==> config.mk <==
export PLATFORM = sky130hd
export DESIGN_NAME = stream_upsizer
export DESIGN_NICKNAME = d
export VERILOG_FILES = /design/src/rtl/stream_upsizer.sv
export SDC_FILE = /design/constraint.sdc
export NUM_CORES = 1
export LEC_CHECK = 0
export BUFFER_PORTS_ARGS = -buffer_cell sky130_fd_sc_hd__buf_2
export CAP_MARGIN = 30
export CORE_UTILIZATION = 46
export CTS_BUF_LIST = sky130_fd_sc_hd__clkbuf_8
export DETAILED_ROUTE_END_ITERATION = 10
export PLACE_DENSITY = 0.78
export SLEW_MARGIN = 20
export SYNTH_ARGS = -nofsm -noshare
export SYNTH_HDL_FRONTEND = slang
export SYNTH_SLANG_ARGS = --single-unit
==> constraint.sdc <==
create_clock -name clk_i -period 1.5 [get_ports clk_i]
set_clock_uncertainty 0.15 [all_clocks]
set_input_delay 0.3 -clock clk_i [delete_from_list [all_inputs] [get_ports clk_i]]
set_output_delay 0.3 -clock clk_i [all_outputs]
set_load 0.01 [all_outputs]
==> src/rtl/stream_upsizer.sv <==
// Packs a ready/valid stream of DATA_W-bit beats into RATIO-lane words.
// A beat marked last closes the word early; m_keep_o marks the filled lanes.
module stream_upsizer #(
    parameter int DATA_W = 64,
    parameter int RATIO  = 4
) (
    input  logic                      clk_i,
    input  logic                      rst_i,
    input  logic [DATA_W-1:0]         s_data_i,
    input  logic                      s_last_i,
    input  logic                      s_valid_i,
    output logic                      s_ready_o,
    output logic [DATA_W*RATIO-1:0]   m_data_o,
    output logic [RATIO-1:0]          m_keep_o,
    output logic                      m_last_o,
    output logic                      m_valid_o,
    input  logic                      m_ready_i
);

    localparam int CNT_W = (RATIO > 1) ? $clog2(RATIO) : 1;
    localparam logic [CNT_W-1:0] LAST_LANE = CNT_W'(RATIO - 1);

    generate
        if (RATIO < 2) begin : g_bad_ratio
            $error("stream_upsizer: RATIO must be at least 2");
        end
    endgenerate

    logic [CNT_W-1:0] cnt;
    logic [CNT_W-1:0] lane;
    logic             pop;
    logic             acc;
    logic             closes;

    assign s_ready_o = !rst_i && (!m_valid_o || m_ready_i);
    assign pop       = m_valid_o && m_ready_i;
    assign acc       = s_valid_i && s_ready_o;

    // A presented word always has cnt at 0, so a pop-and-accept restarts at lane 0.
    assign lane   = m_valid_o ? '0 : cnt;
    assign closes = (lane == LAST_LANE) || s_last_i;

    always_ff @(posedge clk_i) begin
        if (rst_i) begin
            cnt       <= '0;
            m_data_o  <= '0;
            m_keep_o  <= '0;
            m_last_o  <= 1'b0;
            m_valid_o <= 1'b0;
        end else if (acc) begin
            for (int k = 0; k < RATIO; k++) begin
                if (lane == CNT_W'(k)) begin
                    m_data_o[k*DATA_W +: DATA_W] <= s_data_i;
                    m_keep_o[k]                  <= 1'b1;
                end else if (pop) begin
                    m_data_o[k*DATA_W +: DATA_W] <= '0;
                    m_keep_o[k]                  <= 1'b0;
                end
            end
            if (closes) begin
                m_valid_o <= 1'b1;
                m_last_o  <= s_last_i;
                cnt       <= '0;
            end else begin
                m_valid_o <= 1'b0;
                m_last_o  <= 1'b0;
                cnt       <= lane + CNT_W'(1);
            end
        end else if (pop) begin
            m_valid_o <= 1'b0;
            m_data_o  <= '0;
            m_keep_o  <= '0;
            m_last_o  <= 1'b0;
        end
    end

endmodule

==> impl_results.md <==
- Status: finished, violations left
- Failing checks: setup timing
- Post-placement cell count: 1462
- Initial antenna violation count: 0
- Post-route cell area: around 16000 um2
- Worst-path clk slew: ~0.08 ns
- IO Port Bufs: ~330
- Area of the multi-input gates: between 4000 and 5000 um2
- Layout cells sized above 1: 0.600
- Post-synthesis register bit count: 264
- Clock buffer count from CTS: 43
- Most used cell, CP: buf_6
- Global-route wire length before repair: roughly 49 mm
- Clock Latency Late Sink: approximately 0.55 ns
- Worst Tran Pin Value: 0.365 ns
- Max Freq: about 540 MHz
- Seq. cell area: roughly 5500 um2
- Detailed Routing Iterations Pass 1: 4
- Peak VDD IR: 770 uV
- Worst path required time: about 1.8 ns
- Worst Slack Setup Final: -0.354 ns
- Final Hold Viols: 0
- Nets: ~1500
- Max-slew violations: 0
- Worst setup path endpoint: m_data_o[231]
- Initial Util: 0.475
- Vias per cell: between 5 and 6
- CP peak stage delay: 0.33 ns
- Top-count cell post-synth: dfxtp_1
- Critical path class: reg2reg
- CP Max Fanout: 6
- CTS Sinks: 264
- Slew margin rel.: 0.755
- Vias in the first global route: approximately 9000
- CTS H-tree lvls: 2
- Routed Antenna Nets: 0
- Detailed Place HPWL: approximately 18 mm
- All-Layer GR Usage: 0.304
- Min cycle time layout: around 1.9 ns
- Fillers: between 1000 and 1500
- DRT iter0 DRCs: about 400
- Post-synth EDFFs: 0
- Syn Area/Cell: 10.6 um2
- Area leader, netlist: dfxtp_1
- Worst-path cell chain: buf_6 > buf_6 > a21oi_4 > buf_6 > buf_12 > buf_12 > clkbuf_16 > nand2_2 > mux2i_1
- RR Endpoint: m_data_o[231]
- Vias: slightly above 9000
- Row count: 51
- Max Cap Viol: 0
- Worst R2R Path Depth: 9
- Clock Path Buffers: 3
- Root buffer cell: clkbuf_8
- Largest net degree at the start of global routing: 52
- Worst hold slack: between 0.01 and 0.015 ns
- Die footprint: around 21000 um2
- Final core utilization: 0.833
- Die Height: ~140 um
- Final GP Congestion: roughly 0.84
- Crit. End Element: register
- ANT cells: 0
- Worst hold stages: 3
- CTS tree: built
- GRT overflow: 0
- Flop2flop setup slack: -0.35 ns
- Mapped Cells: about 880
- DR WL/cell: 22.9 um
- DIE WIDTH: around 140 um
- Ports: 332
- Final setup vio count: 314
- Ys flop type: dfxtp_1
- Ys Warns: 0
- Synth top cells by count: 264 x dfxtp_1, 260 x nand2_1, 193 x mux2i_1
- CP Launch Point: m_valid_o
- DP Area: about 12000 um2
- Period utilization: 1.24
- Total leakage power: 8.53 nW
- Final Non-Filler Cells: roughly 1700
- Cell variety after synth: 28
- TNS Setup: -57.40 ns
- Worst flop-to-flop path startpoint: m_valid_o
- Async S/R FF share, synth: 0
- Routed WL: approximately 39 mm
- Unrepaired setup endpoints after global routing: true
- Slowest-stage cell, CP: dfxtp_2
- Area Growth Syn to Fin: 75.3%
- Power density over the cells: around 1000 nW/um2
- Synth Net Count: between 900 and 1000
- Hold WC Path Type: in2reg
- Core Area: 19700 um2
- Yosys top cell area share: 0.566
- # DRC: 0
- Post-synth design cell area: approximately 9300 um2
- Sequential element share of the synthesized area: 0.566
- Crit start category: register
- Top cells by area, synth: dfxtp_1 57%, mux2i_1 21%, nand2_1 10%
- Worst EP arrival: 2.15 ns
[through the flow]
step	total power, mW	worst slack, ns
floorplan	7.99	-0.0514
global placement	8.55	-0.106
detailed placement	8.57	-0.151
CTS	16.0	-0.322
global route	16.9	-0.386
finish	16.4	-0.354
[area by class of cell]
| cell class | instances | share of cell area |
|---|---|---|
| clock inverters | 21 | 0.0114 |
| inverters | 2 | 0.000458 |
| clock buffers | 56 | 0.0471 |
| flip-flops and latches | 264 | 0.333 |
| repair buffers | 540 | 0.299 |
| multi-input cells | 548 | 0.289 |
| well taps | 265 | 0.0202 |
[worst min path at each step]
stage | from | endpoint
after floorplan | s_last_i | cnt[1]
after global placement | m_data_o[217] | m_data_o[217]
after detailed placement | m_data_o[51] | m_data_o[51]
after CTS | s_data_i[7] | m_data_o[135]
after global routing | s_data_i[7] | m_data_o[199]
final | s_data_i[7] | m_data_o[135]
[where the power goes]
part	total, mW	switching (mW)	internal [mW]
combinational	2.16	1.08	1.07
sequential	7.32	0.133	7.18
clock	6.97	2.94	4.02
total	16.4	4.16	12.3
[timing repair]
| action | 4_1_cts | 5_1_grt |
|---|---|---|
| cloned | 31 | 13 |
| endpoints found under the setup margin | 203 | 377 |
| resized for setup | 81 | 466 |
| hold endpoints to repair | 227 | 0 |
| hold buffers | 63 | 0 |
| buffers inserted | 31 | 39 |
| pin swaps | 3 | 141 |
[critical path, delay by kind of cell (launching register included)]
family	cells	cell delay (ns)
buffers and inverters	6	0.77
flip-flops	1	0.33
AO/OA/AOI/OAI	1	0.23
multiplexers	1	0.22
AND/OR/NAND/NOR	1	0.05
[per-layer routing]
layer / global-route usage / wire length [um] / up-vias
met1: 0.347 / 14300 / 4502
met3: 0.0699 / 2810 / 159
li1: - / - / 4074
met5: 0 / 0 / -
met4: 0.179 / 2320 / 0
met2: 0.518 / 19400 / 539
[logic make-up (layout without fill, tap and decap cells)]
kind of cell           after synthesis  count (layout)  share of synthesized area
and+or+nand+nor                    276             276                      0.116
DFF                                264             264                      0.566
muxes                              193             193                      0.207
AOI/OAI and AO/OA                   79              79                     0.0703
buffers and inverters               69             619                     0.0412
[state kept, by name, summed over array words and instances (netlist names)]
register,count
m_data_o,256
m_keep_o,4
cnt,2
m_last_o,1
m_valid_o,1
[cell usage in the layout, fill, tap and decap left out, types with 2 or more instances in the layout]
cell / synthesis / routed
mux2i_1: 193 / 193
nand3b_1: 2 / 2
buf_2: 44 / 279
clkbuf_8: 0 / 56
o2bb2ai_2: 0 / 33
buf_8: 0 / 11
buf_12: 0 / 41
a21oi_2: 0 / 2
a21oi_1: 8 / 5
nand2_1: 260 / 107
dfxtp_2: 0 / 107
nand2_4: 0 / 63
nand2_2: 0 / 89
o2bb2ai_4: 0 / 2
dlygate4sd3_1: 0 / 63
clkbuf_16: 0 / 11
buf_4: 7 / 64
dfxtp_1: 264 / 148
o2bb2ai_1: 63 / 28
inv_1: 2 / 16
buf_6: 6 / 51
bufinv_16: 0 / 4
dfxtp_4: 0 / 9
clkinv_2: 0 / 2
nor2b_4: 0 / 2
buf_16: 0 / 20
No activity file was read; power rests on OpenSTA's default activity.
